<file path="config.mk">
export PLATFORM = sky130hd
export DESIGN_NAME = clb_cfg_loader
export DESIGN_NICKNAME = d
export VERILOG_FILES = /design/src/rtl/clb_cfg_loader.sv
export SDC_FILE = /design/constraint.sdc
export NUM_CORES = 1
export LEC_CHECK = 0
export BUFFER_PORTS_ARGS = -buffer_cell sky130_fd_sc_hd__buf_2
export CAP_MARGIN = 5
export CORE_UTILIZATION = 45
export CTS_CLUSTER_DIAMETER = 120
export DETAILED_ROUTE_END_ITERATION = 10
export GPL_ROUTABILITY_DRIVEN = 0
export PLACE_DENSITY = 0.64
export SLEW_MARGIN = 5
export SYNTH_ARGS = -nofsm -noshare
export SYNTH_HDL_FRONTEND = slang
export SYNTH_SLANG_ARGS = --single-unit
</file>
<file path="constraint.sdc">
create_clock -name K -period 3.3 [get_ports K]
set_input_delay 0.66 -clock K [delete_from_list [all_inputs] [get_ports K]]
set_output_delay 0.66 -clock K [all_outputs]
set_load 0.02 [all_outputs]
</file>
<file path="src/rtl/clb_cfg_loader.sv">
// clb_cfg_loader: serial bitstream loader for the CLB configuration registers.
// Hunts for a sync byte, reads an 8-bit frame count, then deserialises one
// 37-bit word plus an even-parity bit per CLB and strobes it into CFG_*.
// Optional trailer check: define CLB_CFG_CRC_EN to append a CRC-8 (poly 0x07)
// over the count byte and all data fields, verified before DONE.
//
// Handshake: DIN is consumed only in cycles with DVALID=1; there is no
// backpressure. CFG_WE is a one-cycle strobe, qualified by nothing else, and
// CFG_ADDR/CFG_DATA hold their last written values between strobes.
module clb_cfg_loader #(
    parameter int          N_CLB  = 64,
    parameter int          ADDR_W = 6,
    parameter logic [7:0]  SYNC   = 8'hA5
) (
    input  logic              K,
    input  logic              RST_N,
    input  logic              PROG,
    input  logic              DIN,
    input  logic              DVALID,
    output logic              BUSY,
    output logic              DONE,
    output logic              ERR,
    output logic              CFG_WE,
    output logic [ADDR_W-1:0] CFG_ADDR,
    output logic [36:0]       CFG_DATA,
    output logic [2:0]        STATE_DBG
);

    localparam logic [2:0] S_IDLE  = 3'd0;
    localparam logic [2:0] S_SYNC  = 3'd1;
    localparam logic [2:0] S_COUNT = 3'd2;
    localparam logic [2:0] S_FRAME = 3'd3;
    localparam logic [2:0] S_DONE  = 3'd5;
    localparam logic [2:0] S_ERR   = 3'd6;
`ifdef CLB_CFG_CRC_EN
    localparam logic [2:0] S_CRC   = 3'd4;
    localparam logic [2:0] S_AFTER = S_CRC;
`else
    localparam logic [2:0] S_AFTER = S_DONE;
`endif

    localparam logic [7:0] N_CLB_B = 8'(N_CLB);

    logic [2:0]        state_q, state_d;
    logic [36:0]       sr_q, sr_d;
    logic [5:0]        bit_cnt_q, bit_cnt_d;
    logic [7:0]        fcnt_q, fcnt_d;
    logic [7:0]        idx_q, idx_d;
    logic              we_q, we_d;
    logic [ADDR_W-1:0] addr_q, addr_d;
    logic [36:0]       data_q, data_d;
    logic [37:0]       shifted;

    // The shift register with the incoming bit appended; a full frame is
    // 37 data bits followed by the parity bit in the LSB.
    assign shifted = {sr_q, DIN};

`ifdef CLB_CFG_CRC_EN
    logic [7:0] crc_q, crc_d;
    logic       crc_fb;

    // CRC-8 over count bits and data bits only; parity bits are skipped.
    always_comb begin
        crc_d  = crc_q;
        crc_fb = crc_q[7] ^ DIN;
        if (PROG) begin
            crc_d = 8'h00;
        end else if (DVALID && (state_q == S_COUNT ||
                                (state_q == S_FRAME && bit_cnt_q < 6'd37))) begin
            crc_d = {crc_q[6:0], 1'b0} ^ (crc_fb ? 8'h07 : 8'h00);
        end
    end

    // CRC accumulator register.
    always_ff @(posedge K or negedge RST_N) begin
        if (!RST_N) crc_q <= 8'h00;
        else        crc_q <= crc_d;
    end
`endif

    // Next-state logic; PROG overrides everything, including a completing frame.
    always_comb begin
        state_d   = state_q;
        sr_d      = sr_q;
        bit_cnt_d = bit_cnt_q;
        fcnt_d    = fcnt_q;
        idx_d     = idx_q;
        we_d      = 1'b0;
        addr_d    = addr_q;
        data_d    = data_q;
        if (PROG) begin
            state_d   = S_SYNC;
            sr_d      = '0;
            bit_cnt_d = '0;
            fcnt_d    = '0;
            idx_d     = '0;
        end else if (DVALID) begin
            case (state_q)
                S_SYNC: begin
                    sr_d = shifted[36:0];
                    if (shifted[7:0] == SYNC) begin
                        state_d   = S_COUNT;
                        sr_d      = '0;
                        bit_cnt_d = '0;
                    end
                end
                S_COUNT: begin
                    if (bit_cnt_q == 6'd7) begin
                        fcnt_d    = shifted[7:0];
                        sr_d      = '0;
                        bit_cnt_d = '0;
                        idx_d     = '0;
                        if (shifted[7:0] == 8'd0)          state_d = S_AFTER;
                        else if (shifted[7:0] > N_CLB_B)   state_d = S_ERR;
                        else                               state_d = S_FRAME;
                    end else begin
                        sr_d      = shifted[36:0];
                        bit_cnt_d = bit_cnt_q + 6'd1;
                    end
                end
                S_FRAME: begin
                    if (bit_cnt_q == 6'd37) begin
                        sr_d      = '0;
                        bit_cnt_d = '0;
                        if (^shifted == 1'b0) begin
                            we_d   = 1'b1;
                            addr_d = idx_q[ADDR_W-1:0];
                            data_d = shifted[37:1];
                            idx_d  = idx_q + 8'd1;
                            if (idx_q + 8'd1 == fcnt_q) state_d = S_AFTER;
                        end else begin
                            state_d = S_ERR;
                        end
                    end else begin
                        sr_d      = shifted[36:0];
                        bit_cnt_d = bit_cnt_q + 6'd1;
                    end
                end
`ifdef CLB_CFG_CRC_EN
                S_CRC: begin
                    if (bit_cnt_q == 6'd7) begin
                        sr_d      = '0;
                        bit_cnt_d = '0;
                        state_d   = (shifted[7:0] == crc_q) ? S_DONE : S_ERR;
                    end else begin
                        sr_d      = shifted[36:0];
                        bit_cnt_d = bit_cnt_q + 6'd1;
                    end
                end
`endif
                default: ;
            endcase
        end
    end

    // State, counters, shift register and write port registers.
    always_ff @(posedge K or negedge RST_N) begin
        if (!RST_N) begin
            state_q   <= S_IDLE;
            sr_q      <= '0;
            bit_cnt_q <= '0;
            fcnt_q    <= '0;
            idx_q     <= '0;
            we_q      <= 1'b0;
            addr_q    <= '0;
            data_q    <= '0;
        end else begin
            state_q   <= state_d;
            sr_q      <= sr_d;
            bit_cnt_q <= bit_cnt_d;
            fcnt_q    <= fcnt_d;
            idx_q     <= idx_d;
            we_q      <= we_d;
            addr_q    <= addr_d;
            data_q    <= data_d;
        end
    end

    // DONE/ERR are sticky by virtue of their states only leaving on PROG.
    assign BUSY      = !(state_q == S_IDLE || state_q == S_DONE || state_q == S_ERR);
    assign DONE      = (state_q == S_DONE);
    assign ERR       = (state_q == S_ERR);
    assign CFG_WE    = we_q;
    assign CFG_ADDR  = addr_q;
    assign CFG_DATA  = data_q;
    assign STATE_DBG = state_q;

endmodule

</file>
==> results of run 1 <==
[sequential cells by signal, indices dropped and copies added (netlist names)]
name       flops
sr_q          37
idx_q          8
CFG_DATA      37
bit_cnt_q      6
STATE_DBG      3
CFG_WE         1
CFG_ADDR       6
fcnt_q         8
[logic make-up after synthesis]
kind of cell,after synthesis
xor+xnor,42
mux,48
buf+inv,35
flops,106
compound gates,86
fa+ha+maj,13
simple gates,93
[stage by stage]
step           power [mW]  setup TNS (ps)  hold slack (ps)  instance area (um2)
2_1_floorplan       1.761               0            364.4                 5070
5_1_grt             2.798               0            521.3                 5690
4_1_cts             2.693               0            475.2                 5690
3_5_place_dp        1.918           -1021            473.1                 5500
6_report            2.657               0            445.1                 5690
3_3_place_gp        1.907               0            469.8                 5500
[layer usage]
layer / vias up / GRT usage (%) / share of wire (%)
met5: - / 0 / 0
met4: 0 / 7.926 / 1.6
met3: 9 / 4.340 / 4.8
met2: 68 / 28.43 / 46
met1: 1685 / 25.02 / 48
li1: 1627 / - / -
[final cells by class]
cell class	count	share of cell area (%)
flip-flops and latches	106	46.61
multi-input cells	282	39.64
repair buffers	65	6.464
well taps	140	3.078
clock buffers	12	2.726
inverters	13	0.8575
clock inverters	4	0.6157
[worst paths after layout]
check,startpoint,to,depth (start not counted)
setup / recovery,sr_q[6],CFG_DATA[4],10
hold / removal,RST_N,sr_q[29],1
setup reg to reg,sr_q[6],CFG_DATA[4],10
hold reg to reg,CFG_DATA[13],CFG_DATA[13],1
max in group asynchronous,RST_N,CFG_DATA[7],2
min in group K,CFG_DATA[13],CFG_DATA[13],1
[cell usage in the layout, fill, tap and decap left out, drive strengths merged, types with 4 or more instances in the layout]
cell / n
a21o: 5
a21oi: 13
a22o: 38
buf: 65
clkbuf: 12
dfrtp: 106
ha: 13
inv: 14
mux2: 46
nand2: 14
nand3: 8
nand4: 6
nor2: 29
nor2b: 4
nor3: 9
nor3b: 6
o21ai: 10
o31ai: 4
xnor2: 32
xor2: 7
[worst register-to-register path, delay by kind of cell, from the launching register on]
| family | cells | cell delay, ps |
|---|---|---|
| muxes | 1 | 380 |
| DFF | 1 | 450 |
| buffers and inverters | 2 | 400 |
| and+or+nand+nor | 1 | 350 |
| xor gates and xnor gates | 5 | 1070 |
| adders and majority gates | 1 | 310 |
[report_power, final]
part | total, mW | internal (mW) | switching [mW]
combinational | 0.489 | 0.176 | 0.313
clock | 0.768 | 0.323 | 0.445
sequential | 1.40 | 1.33 | 0.0726
total | 2.66 | 1.83 | 0.831
==> impl_metrics.tcl, run 1 <==
set metrics [dict create \
    hold_viol 0 \
    initial_core_util_pct 46.56 \
    outcome "finished clean" \
    maxSlewHeadroom_pct 31.98 \
    path_buf_inv 2 \
    synth_cell_types 47 \
    hpwl_um 6699 \
    rsz0062_at_grt "false" \
    worstSetupEndpointType "flip-flop" \
    critPathMostFrequentCell "xnor2_1" \
    track_usage_pct 18.49 \
    setup_violations 0 \
    syn-num-nets 441 \
    cts_max_level 3 \
    synth_flop_cell "dfrtp_1" \
    critical_path.top_delay_family "XOR/XNOR gates" \
    dieArea_um2 11700 \
    synthAdderAreaFrac_pct 3.208 \
    gr-total-overflow 0 \
    drt_wl_total_um 9636 \
    n_antenna_cell 0 \
    cellLeakagePower_nw 2.839 \
    setup_slack_ps 235.6 \
    wl_per_cell_um 15.49 \
    drc_errors 0 \
    drt_iter0_drc 186 \
    hp-class "input pin to async pin" \
    cts-root-buf "clkbuf_8" \
    criticalPathCategory "flip-flop to flip-flop" \
    yosys.area.top_type "dfrtp_1" \
    portBuffers 54 \
    fin_skew_ps 13.43 \
    synthSimpleGateAreaFrac_pct 9.625 \
    viasPerCell 5.449 \
    yosysMostFrequentCell "dfrtp_1" \
    arrival_ps 3330 \
    synth_compound_area_share_pct 12.78 \
    cts_tree "done" \
    fin_crit_ps 3064 \
    synth_cells 423 \
    cts_inserted_buffers 9 \
    grt_antenna_before_repair 0 \
    worst_pin_slew_ps 1020 \
    synthTopCellsByCount "dfrtp_1, mux2_2, a22o_1" \
    pwr_density_cell_nw_per_um2 466.9 \
    final_core_util_pct 52.26 \
    slowest_delay_ps 450 \
    r2r_setup_slack_ps 240 \
    synth_mux_area_share_pct 10.61 \
    crit_chain "inv_1 -> ha_1 -> xor2_1 -> xnor2_1 -> xnor2_1 -> xnor3_2 -> xnor2_2 -> nor4b_4 -> buf_12 -> mux2_2" \
    crit_slowest_cell "dfrtp_1" \
    multi_input_area_um2 2256 \
    final_layout_size_suffix_gt1_share_pct 26.76 \
    maxCapViolCount 0 \
    slew_viol_final 0 \
    nets 495 \
    core_um2 10890 \
    first_global_vias 3291 \
    cts_hold_buf 0 \
    cp.required_ps 3560 \
    route.vias.total 3389 \
    rows 38 \
    seqCellArea_um2 2653 \
    fillCellCount 998 \
    critPathLaunchType "flip-flop" \
    cts.sinks 106 \
    grt_max_degree 83 \
    synth_top_area_share_pct 52.32 \
    ys_seq_area_share_pct 52.32 \
    min_period_over_period_pct 92.86 \
    cts_resized 0 \
    vdd_ir_drop_max_mv 0.3194 \
    clk_pin_slew_worst_paths_ps 100 \
    max_freq_mhz 326.3 \
    postCtsSetupRepairBufs 0 \
    area_delta_synth_final_pct 12.24 \
    synth_edf_count 0 \
    grt_pass1_wl_um 16330 \
    io_pins 55 \
    antenna_left 0 \
    final_cells 622 \
    fp.dieH_um 108.1 \
    syn_area_um2 5070 \
    synth_top_family_by_area "compound AO/OA/AOI/OAI gates" \
    yosysWarningCount 0 \
    cp_max_fo 38 \
    synth-seq-cells 106 \
    synth_async_sr_flop_share_pct 100.0 \
    placed_cells 606 \
    synth_area_per_cell_um2 11.99 \
    die_w_um 108.1 \
    post-place-ws_ps -40.34 \
    cts_buffer_depth 2 \
    clk_latency_ps 380 \
    synth_xor_area_share_pct 8.268 \
    dr.pass1.iters 4 \
    ys_top_cells_by_area "dfrtp_1, mux2_2, a22o_1" \
]
Power figures use the tool's default switching activity.
==> run 2: changes to the inputs <==
Settings changed: ABC_AREA from default to 1.
==> run 2 against run 1 <==
  * The run now ends with design-rule violations left
  * Sequential power about the same
  * Clock skew decreased by 8.5 ps
  * Routed wire length increased by 19%
  * Critical endpoint is now CFG_DATA[21]
  * Largest power group unchanged
==> impl_metrics.tcl, run 2 <==
set metrics [dict create \
    synth_area_per_cell_um2 8.052 \
    criticalPathCategory "flip-flop to flip-flop" \
    fillCellCount 1095 \
    hold_viol 0 \
    arrival_ps 2850 \
    dieArea_um2 12360 \
    route.vias.total 4415 \
    clk_latency_ps 350 \
    critical_path.top_delay_family "simple AND/OR/NAND/NOR gates" \
    gr-total-overflow 0 \
    die_w_um 111.2 \
    synth-seq-cells 106 \
    final_common_cell "nand2_1" \
    cts_tree "done" \
    n_antenna_cell 0 \
    worstSetupEndpointType "flip-flop" \
    outcome "finished, violations left" \
    setup_tns_ps 0 \
    drt_wl_total_um 11520 \
    cts_hold_buf 0 \
    cts.sinks 106 \
    use_met2_pct 31.67 \
    critPathMostFrequentCell "nand2_1" \
    wl_per_cell_um 13.34 \
    path_buf_inv 3 \
    vdd_ir_drop_max_mv 0.3313 \
    ys_top_cells_by_area "dfrtp_1, nand2_1, inv_1" \
    initial_core_util_pct 46.57 \
    max_freq_mhz 387.7 \
    maxSlewHeadroom_pct 37.95 \
    synth_cells 666 \
    slowest_delay_ps 360 \
    hpwl_um 8314 \
    synth_edf_count 0 \
    dr.pass1.iters 8 \
    hp-class "input pin to async pin" \
    synth_flop_cell "dfrtp_1" \
    final_layout_size_suffix_gt1_share_pct 12.92 \
    yosys.area.top_type "dfrtp_1" \
    synth_async_sr_flop_share_pct 100.0 \
    clk_pin_slew_worst_paths_ps 60 \
    yosysMostFrequentCell "nand2_1" \
    pwr_density_cell_nw_per_um2 495.9 \
    fin_skew_ps 4.951 \
    drc_errors 12 \
    mostFrequentLayoutCells "nand2_1, dfrtp_1, inv_1, buf_2, o21ai_1" \
    critPathLaunchType "flip-flop" \
    fin_crit_ps 2580 \
    cp_max_fo 35 \
    seqCellArea_um2 2653 \
    min_period_over_period_pct 78.17 \
    use_met3_pct 3.280 \
    cts_max_level 3 \
    yosysWarningCount 0 \
    cellLeakagePower_nw 3.105 \
    cts-root-buf "clkbuf_16" \
    nets 736 \
    crit_chain "inv_1 -> ha_1 -> xnor2_1 -> nand2_1 -> nand2_1 -> nand2_1 -> nand2_1 -> inv_1 -> nand2_1 -> nand2_1 -> nand2_1 -> nand2_2 -> nand2_4 -> buf_4 -> nand2_1 -> o21ai_1" \
    multi_input_area_um2 2275 \
    maxCapViolCount 0 \
    io_pins 55 \
    grt_max_degree 55 \
    cp.required_ps 3580 \
    viasPerCell 5.116 \
    fp.dieH_um 111.2 \
    violations "design-rule violations" \
    postCtsSetupRepairBufs 0 \
    synth_cell_types 34 \
    syn_area_um2 5363 \
    track_usage_pct 20.35 \
    grt_antenna_before_repair 0 \
    ys_seq_area_share_pct 49.46 \
    area_delta_synth_final_pct 11.95 \
    timing.hold.ws_ps 348.5 \
    grt.busiest_layer "met2" \
    first_global_vias 4172 \
    syn-num-nets 684 \
    rows 39 \
    grt_pass1_wl_um 19900 \
    drt_iter0_drc 300 \
    grt_util_met1_pct 28.06 \
    placed_cells 850 \
    core_um2 11520 \
    final_cells 863 \
    cts_resized 0 \
    synth_top_area_share_pct 49.46 \
    synthTopCellsByCount "nand2_1, dfrtp_1, inv_1" \
    cts_buffer_depth 2 \
    worst_pin_slew_ps 923.6 \
    portBuffers 54 \
    rsz0062_at_grt "false" \
    cts_inserted_buffers 9 \
    setup_violations 0 \
    slew_viol_final 0 \
    antenna_left 0 \
    crit_slowest_cell "dfrtp_1" \
]
## run 2: worst paths after layout
path	cells past startpoint	slack, ps	start	end
worst max-delay path	16	720	sr_q[0]	CFG_DATA[21]
worst min-delay path	1	350	RST_N	sr_q[25]
worst max register to register	16	720	sr_q[0]	CFG_DATA[21]
worst min register to register	2	480	CFG_DATA[10]	CFG_DATA[10]
max in group asynchronous	2	2070	RST_N	CFG_DATA[5]
min in group K	2	480	CFG_DATA[10]	CFG_DATA[10]
## run 2: report_power, final
part	switching, mW	leakage (nW)	internal (mW)
clock	0.450	0.123	0.494
sequential	0.0590	1.47	1.34
combinational	0.465	1.51	0.174
total	0.974	3.10	2.00
## run 2: cells by family (layout without fill, tap and decap cells)
family	after synthesis	after routing	synth area share, %
buffers and inverters	104	158	8.119
and+or+nand+nor	324	324	25.48
xor gates and xnor gates	15	15	2.450
adders and majority gates	13	13	3.033
DFF	106	106	49.46
AOI/OAI and AO/OA	104	104	11.46
## run 2: per-layer routing
layer,share of wire (%),routed length (um),up-vias
met1,49,5639,2039
met2,45,5132,95
li1,-,-,2270
met4,1.7,195,0
met3,4.8,548,11
met5,0,0,-
## run 2: final cells by class
cell class	instances	area share [%]
Clock buffer	9	3.752
Clock inverter	4	0.3752
Inverter	85	5.315
Multi-Input combinational cell	456	37.89
Sequential cell	106	44.18
Tap cell	143	2.980
Timing Repair Buffer	60	5.502
## run 2: through the flow
stage | total power [mW] | worst slack [ps] | cell area, um2 | utilization (%)
5_1_grt | 3.136 | 423.7 | 6003 | 52.13
3_5_place_dp | 2.054 | 468.4 | 5756 | 49.98
3_3_place_gp | 2.039 | 577.2 | 5756 | 49.98
4_1_cts | 3.011 | 723.1 | 6003 | 52.13
2_1_floorplan | 1.871 | 976.6 | 5363 | -
6_report | 2.977 | 720.5 | 6003 | 52.13
==> run 3: changes to the inputs <==
Clock period 3.3 ns to 2.5 ns, I/O delays scaled along.
==> run 3 against run 2 <==
  * Maximum frequency up 15%
  * Combinational power up 43%
  * Largest cell class unchanged
  * Via count up 1.9%
  * Non-clock buffer count up 8
  * Cell count up 1.3%
  * Power up 45%
  * Hold slack worse by 210 ps
  * Worst setup slack worse by 470 ps
  * Critical endpoint is now CFG_DATA[3]
  * Final area up 4.0%
  * Sequential share of layout area down 1.7 points
  * The flow still finishes with violations (design-rule violations)
  * Largest power group unchanged
==> impl_metrics.tcl, run 3 (same netlist as run 2, synthesis figures left out) <==
set metrics [dict create \
    arrival_ps 2480 \
    fin_crit_ps 2250 \
    worst_pin_slew_ps 552.4 \
    max_freq_mhz 444.4 \
    path_buf_inv 3 \
    hpwl_um 8466 \
    fin_skew_ps 4.793 \
    fillCellCount 1090 \
    maxSlewHeadroom_pct 63.17 \
    min_period_over_period_pct 90.02 \
    gr-total-overflow 0 \
    critPathMostFrequentCell "nand2_1" \
    viasPerCell 5.150 \
    r2r_setup_slack_ps 250 \
    first_global_vias 4278 \
    route.vias.total 4501 \
    outcome "finished, violations left" \
    dieArea_um2 12360 \
    antenna_left 0 \
    die_w_um 111.2 \
    timing.rr.start "sr_q[4]" \
    maxCapViolCount 0 \
    final_common_cell "nand2_1" \
    setup_violations 0 \
    portBuffers 54 \
    worstSetupEndpointType "flip-flop" \
    core_um2 11520 \
    ff2ff_path_depth 15 \
    r2r_end "CFG_DATA[3]" \
    nets 744 \
    grt_antenna_before_repair 0 \
    cp.required_ps 2730 \
    mostFrequentLayoutCells "nand2_1, dfrtp_1, inv_1, buf_2, o21ai_1" \
    track_usage_pct 20.47 \
    slowest_delay_ps 400 \
    rows 39 \
    drc_errors 12 \
    hp-class "input pin to async pin" \
    critPathLaunchType "flip-flop" \
    area_delta_synth_final_pct 16.45 \
    pwr_density_cell_nw_per_um2 692.2 \
    final_layout_size_suffix_gt1_share_pct 15.18 \
    clk_latency_ps 350 \
    clk_pin_slew_worst_paths_ps 70 \
    initial_core_util_pct 46.57 \
    fp.dieH_um 111.2 \
    drt_wl_total_um 11760 \
    hold_viol 0 \
    dr.pass1.iters 7 \
    timing.hold.ws_ps 143.1 \
    grt_max_degree 43 \
    cellLeakagePower_nw 3.212 \
    violations "design-rule violations" \
    cts_tree "done" \
    postCtsSetupRepairBufs 0 \
    slew_viol_final 0 \
    criticalPathCategory "flip-flop to flip-flop" \
    cts_buffer_depth 2 \
    io_pins 55 \
    finalPower_mw 4.323 \
    cts_inserted_buffers 9 \
    cp_max_fo 12 \
    cts_hold_buf 0 \
    n_antenna_cell 0 \
    crit_slowest_cell "dfrtp_1" \
    crit_chain "inv_1 -> ha_1 -> xor2_2 -> nand2_1 -> nand2_1 -> nand2_1 -> nand2_1 -> inv_1 -> nand2_1 -> nand3_1 -> nand2_2 -> nand2_4 -> buf_4 -> nand2_1 -> o21ai_1" \
    drt_iter0_drc 301 \
    vdd_ir_drop_max_mv 0.4791 \
    cts-root-buf "clkbuf_16" \
    cts_max_level 3 \
    wl_per_cell_um 13.46 \
    grt_pass1_wl_um 20220 \
    cts.sinks 106 \
    critical_path.top_delay_family "simple AND/OR/NAND/NOR gates" \
]
==> run 3: metrics by stage <==
stage	utilization [%]	instances	area [um2]	worst slack, ps	setup TNS (ps)
after floorplan	-	666	5363	336.6	0
after global placement	50.65	857	5833	137.8	0
after detailed placement	50.65	857	5833	76.10	0
after CTS	53.60	873	6172	175.6	0
after global routing	54.23	874	6245	-20.83	-94.65
final	54.23	874	6245	249.5	0
==> run 3: what timing repair did <==
action / 4_1_cts / 5_1_grt
endpoints found under the setup margin: 0 / 44
gates resized for setup: 0 / 7
endpoints found under the hold margin: 0 / 0
==> run 3: layout make-up <==
type	instances	area (um2)	area share [%]
clock buffers	12	266.5	4.268
inverters	85	319.1	5.109
repair buffers	68	432.9	6.932
flip-flops and latches	106	2653	42.48
clock inverters	4	72.57	1.162
multi-input cells	456	2322	37.19
well taps	143	178.9	2.865
==> run 3: worst max-delay path by stage <==
stage / endpoint / cells past startpoint / slack (ps) / startpoint
2_1_floorplan: CFG_DATA[5] / 16 / 340 / DIN
3_3_place_gp: CFG_ADDR[1] / 18 / 140 / DIN
3_5_place_dp: CFG_ADDR[1] / 18 / 80 / DIN
4_1_cts: CFG_ADDR[1] / 17 / 180 / sr_q[5]
5_1_grt: CFG_DATA[13] / 16 / -20 / sr_q[4]
6_report: CFG_DATA[3] / 15 / 250 / sr_q[4]
==> run 3: power breakdown <==
part | switching, mW | total [mW] | internal, mW
Combinational | 0.650 | 0.913 | 0.263
Sequential | 0.0614 | 1.82 | 1.76
Clock | 0.628 | 1.59 | 0.958
Total | 1.34 | 4.32 | 2.98
==> run 3: layer usage <==
layer	up-vias	part of all wire (%)	track usage (%)
met4	0	2.0	7.838
met5	-	0	0
met2	82	45	31.50
li1	2285	-	-
met3	20	3.7	4.210
met1	2114	50	28.39
